===== src/rtl/rng_gen_n.sv =====
`default_nettype none
// ============================================================================
//  Module   : rng_gen_n
//  Purpose  : Random word generator built from LANES independent 16-bit
//             Fibonacci LFSR lanes (taps 16,14,13,11). Each lane contributes
//             its low byte to every captured word. Words leave through a
//             single-entry valid/ready register with backpressure. Also
//             supports run-time reseeding and a saturating count of
//             delivered words.
//  Revision : 1.0  initial release
// ============================================================================
module rng_gen_n #(
    parameter int LANES        = 4,   // 1..16
    parameter int SAMPLE_STEPS = 8    // 8..255
) (
    input  logic               clk,
    input  logic               rst,
    input  logic               enable,
    input  logic               seed_load,
    input  logic [15:0]        seed,
    input  logic               out_ready,
    output logic               out_valid,
    output logic [8*LANES-1:0] output_signal,
    output logic [15:0]        word_cnt
);

    localparam int          OUT_W        = 8 * LANES;
    localparam logic [15:0] c_reset_seed = 16'hACE1;
    localparam logic [7:0]  c_last_step  = 8'(SAMPLE_STEPS - 1);
    localparam logic [15:0] c_cnt_max    = 16'hFFFF;

    logic             r_valid;
    logic [OUT_W-1:0] r_word;
    logic [15:0]      r_word_cnt;
    logic [7:0]       r_step_cnt;

    logic             w_step;
    logic             w_accept;
    logic             w_capture;
    logic [OUT_W-1:0] w_capture_word;

    // Lanes advance only when the output register can take a new word,
    // so a stalled consumer freezes the whole generator.
    assign w_step    = enable & (~r_valid | out_ready);
    assign w_accept  = r_valid & out_ready;
    assign w_capture = w_step & (r_step_cnt == c_last_step);

    for (genvar gi = 0; gi < LANES; gi++) begin : g_lane
        // Per-lane salt keeps lanes decorrelated when seeded with one value.
        localparam logic [15:0] c_lane_salt = 16'(gi) << 4;

        logic [15:0] r_state;
        logic [15:0] w_stepped;
        logic [15:0] w_seeded;
        logic [15:0] w_seed_safe;

        assign w_stepped   = {r_state[14:0],
                              r_state[15] ^ r_state[13] ^ r_state[12] ^ r_state[10]};
        assign w_seeded    = seed ^ c_lane_salt;
        // An all-zero LFSR would lock up, so substitute the reset pattern.
        assign w_seed_safe = (w_seeded == 16'h0000) ? c_reset_seed : w_seeded;

        // The captured byte is the lane state after the capturing step.
        assign w_capture_word[8*gi +: 8] = w_stepped[7:0];

        // Lane state register: reset, reseed, or one LFSR step.
        always_ff @(posedge clk) begin
            if (rst) begin
                r_state <= c_reset_seed ^ c_lane_salt;
            end else if (seed_load) begin
                r_state <= w_seed_safe;
            end else if (w_step) begin
                r_state <= w_stepped;
            end
        end
    end

    // Step counter: counts steps within a word, wraps on capture.
    always_ff @(posedge clk) begin
        if (rst || seed_load) begin
            r_step_cnt <= 8'd0;
        end else if (w_step) begin
            r_step_cnt <= w_capture ? 8'd0 : (r_step_cnt + 8'd1);
        end
    end

    // Output register: a capture overrides an accept in the same cycle, so
    // back-to-back words flow without a bubble.
    always_ff @(posedge clk) begin
        if (rst) begin
            r_valid <= 1'b0;
            r_word  <= '0;
        end else if (seed_load) begin
            r_valid <= 1'b0;
        end else if (w_capture) begin
            r_valid <= 1'b1;
            r_word  <= w_capture_word;
        end else if (w_accept) begin
            r_valid <= 1'b0;
        end
    end

    // Delivered-word counter, saturating at all ones.
    always_ff @(posedge clk) begin
        if (rst || seed_load) begin
            r_word_cnt <= 16'd0;
        end else if (w_accept && (r_word_cnt != c_cnt_max)) begin
            r_word_cnt <= r_word_cnt + 16'd1;
        end
    end

    assign out_valid     = r_valid;
    assign output_signal = r_word;
    assign word_cnt      = r_word_cnt;

endmodule
`default_nettype wire


===== config.mk =====
export PLATFORM = sky130hd
export DESIGN_NAME = rng_gen_n
export DESIGN_NICKNAME = d
export VERILOG_FILES = /design/src/rtl/rng_gen_n.sv
export SDC_FILE = /design/constraint.sdc
export NUM_CORES = 1
export LEC_CHECK = 0
export CAP_MARGIN = 20
export CELL_PAD_IN_SITES_DETAIL_PLACEMENT = 0
export CELL_PAD_IN_SITES_GLOBAL_PLACEMENT = 1
export CORE_MARGIN = 2
export CORE_UTILIZATION = 44
export DETAILED_ROUTE_END_ITERATION = 10
export PLACE_DENSITY = 0.91
export RECOVER_POWER = 50
export SLEW_MARGIN = 30
export SYNTH_ARGS = -nofsm -noshare
export SYNTH_HDL_FRONTEND = slang
export SYNTH_SLANG_ARGS = --single-unit

===== constraint.sdc =====
create_clock -name clk -period 2.3 [get_ports clk]
set_input_delay 0.575 -clock clk [delete_from_list [all_inputs] [get_ports clk]]
set_output_delay 0.575 -clock clk [all_outputs]
set_load 0.01 [all_outputs]

==> reports/qor.txt <==
========================================================================================
Outcome                                                                     finished clean
First-pass GRT wire length                                                      25000 µm
End of the worst register-to-register path                                   word_cnt[3]
Endpoint class of the critical path                                         primary output
Total GRT Usage                                                                    0.239
DRC marker count from the first detailed-route iteration                             533
Synthesized netlist net count                                                        682
Proportion of layout cells with a drive suffix above 1                             0.104
Depth of the worst hold-timing path                                                    2
Multi-input combinational cell area                                             2780 µm²
Final standard cell count with taps included and fillers excluded                    911
Remaining antenna violation count after routing                                        0
Num rows                                                                              40
Commonest cells after routing, fill and taps aside                          dfxtp_1 (121), nand2_1 (95), a21oi_1 (46)
Ordered cell list for the critical path                                     clkdlybuf4s50_1
Total half-perimeter wirelength after legalization and detailed placement       10600 µm
Initial antenna violation count                                                        0
Leftover overflow at the end of global routing                                         0
Final min period                                                                 2.10 ns
Period Utilization, post-route                                                     0.911
Reg2reg path depth                                                                     4
Number of placed instances with taps included                                        879
Type of the setup path with the least slack                                 flip-flop to primary output
Worst stage delay on the critical path                                           0.60 ns
Latest clock arrival within the worst-skew pair                                  0.42 ns
Largest net degree at the start of global routing                                     50
Core region area                                                               12100 µm²
Growth of design area from synthesis to finish                                     29.0%
Seq cells post-synth                                                                 121
Number of buffers inserted during clock tree synthesis                                17
Final routed wirelength across all metal layers                                 15100 µm
Number of placed I/O pins                                                             70
Setup violators final                                                                  0
EDFF count, synth                                                                      0
Peak Freq                                                                      0.477 GHz
Post-synthesis instance area                                                    5450 µm²
Worst hold path startpoint                                                  output_signal[29]
Count of endpoints failing hold in the final timing report                             0
Worst hold path type                                                        flip-flop to flip-flop
Routed via count                                                                    5309
Clock tree sinks                                                                     121
Leakage power total                                                              2.68 nW
Leading cell type in the layout, fill and taps excluded                          dfxtp_1
Reg-to-reg critical path startpoint                                         word_cnt[11]
Die area                                                                       13300 µm²
Count of buffering cells on the critical path with inverters included                  1
Hold buffers post-CTS                                                                  0
Count of mapped cells out of synthesis                                               659
Post-detailed-route via-to-cell ratio                                               5.83
# Post-CTS Setup Buffers                                                               0
Reg2reg setup slack                                                              0.27 ns
Finished Core Util                                                                 0.583
Nature of the critical path startpoint                                         flip-flop
Die height                                                                        115 µm
Kind of cell adding the most delay to the critical path                     buffers and inverters
Setup Skew                                                                    0.00577 ns
Dpl cell area                                                                   6470 µm²
Post-route total power                                                           5.32 mW
Data arrival time of the worst path                                              1.52 ns
Fin nets                                                                             753
Clk pin slew, worst setup/hold paths                                             0.06 ns
Routability Congestion                                                             0.856
Peak ir drop on the vdd network                                                   519 µV
Synth async-reset ratio                                                                0
Crit path setup slack, layout                                                   0.204 ns
Worst hold slack                                                                0.470 ns
Antenna Cells                                                                          0
Count of buffers from port buffering                                                  69
Maximum net fanout on the critical path                                                8
Unrepaired setup endpoints after global routing                                    false
Register area share after synthesis                                                0.444
Dominant synthesized flop cell                                                   dfxtp_1
Data required, critical path                                                     1.73 ns
Via count of the first global-routing pass                                          4973
Post-Route Setup TNS                                                                0 ns
Starting density of the core                                                       0.452
DR DRC count                                                                           0
First-pass iteration count of the detailed router                                      5
Highest-delay cell along the critical path                                  clkdlybuf4s50_1
Slew headroom                                                                      0.315
Average cell area after synthesis                                               8.28 µm²
Buffer levels on the longest clock path                                                2
Tightest Pin Transition                                                          1.02 ns
H-tree lvl count                                                                       4
Floorplan die width                                                               115 µm
FILL cells                                                                          1111
Total power per unit cell area                                                756 nW/µm²
Post-place setup slack                                                        -0.0516 ns
Final non-filler cell area                                                      7040 µm²
Clock root buffer                                                              clkbuf_16
Count of synthesis-stage warnings from yosys                                           0
Distinct cell type count after synthesis                                              50
TritonCTS clock tree                                                                 yes
Count of pins over their slew limit                                                    0
Number of maximum-capacitance violations                                               0
Post-CTS resize count                                                                  0
End of the worst hold path                                                  output_signal[29]
Final routed wire length divided by cell count                                   16.5 µm
Area taken by flip-flops and latches                                            2420 µm²
========================================================================================
[layout make-up]
cell class / count / share of cell area
well taps: 168 / 0.0299
clock buffers: 20 / 0.0663
inverters: 6 / 0.00320
multi-input cells: 478 / 0.395
clock inverters: 12 / 0.0176
flip-flops and latches: 121 / 0.344
repair buffers: 106 / 0.144
[layer usage]
metal  vias to the layer above  wire length, µm  track usage
li1                       2570                -            -
met1                      2537             6930        0.326
met2                       179             7000        0.368
met3                        23              923       0.0601
met4                         0              226       0.0876
met5                         -                0            0
[worst max-delay path by stage]
stage	start	depth (start not counted)	end	slack, ns
5_1_grt	word_cnt[11]	4	word_cnt[3]	0.09
4_1_cts	word_cnt[2]	1	word_cnt[2]	0.20
3_5_place_dp	out_ready	6	g_lane[1].r_state[5]	-0.05
6_report	word_cnt[2]	1	word_cnt[2]	0.20
2_1_floorplan	seed[8]	4	g_lane[0].r_state[0]	0.55
3_3_place_gp	out_ready	6	g_lane[3].r_state[0]	-0.03
[power breakdown]
| part | internal [mW] | leakage (nW) | switching, mW |
|---|---|---|---|
| Clock | 1.67 | 0.284 | 0.951 |
| Combinational | 0.194 | 1.40 | 0.249 |
| Sequential | 2.19 | 0.992 | 0.0711 |
[state kept, by name, indices dropped and copies added, names as in the netlist]
name,count
g_lane.r_state,64
out_valid,1
output_signal,32
r_step_cnt,8
word_cnt,16
[Yosys cell counts, drive strengths merged (15+ instances only)]
cell type,n,area (µm²)
a31oi,35,219
buf,18,88.8
and3,27,169
o21bai,15,116
a21oi,46,230
a211o,17,149
nand2,95,357
a21o,16,120
clkbuf,36,135
dfxtp,121,2420
o21ai,36,180
nand4,41,263
nor2,31,116
nor3,21,105
[kinds of logic after synthesis]
| family | count (synthesis) | share of synthesized area |
|---|---|---|
| fa+ha+maj | 2 | 0.00459 |
| simple gates | 263 | 0.244 |
| xor+xnor | 18 | 0.0289 |
| compound gates | 195 | 0.233 |
| flops | 121 | 0.444 |
| buf+inv | 60 | 0.0452 |
[tightest hold or removal path, cell delays in order, from the launching register on]
cell     delay [ns]
dfxtp_1        0.30
o21ai_0        0.06
a21oi_1        0.06
Power figures use the tool's default switching activity.
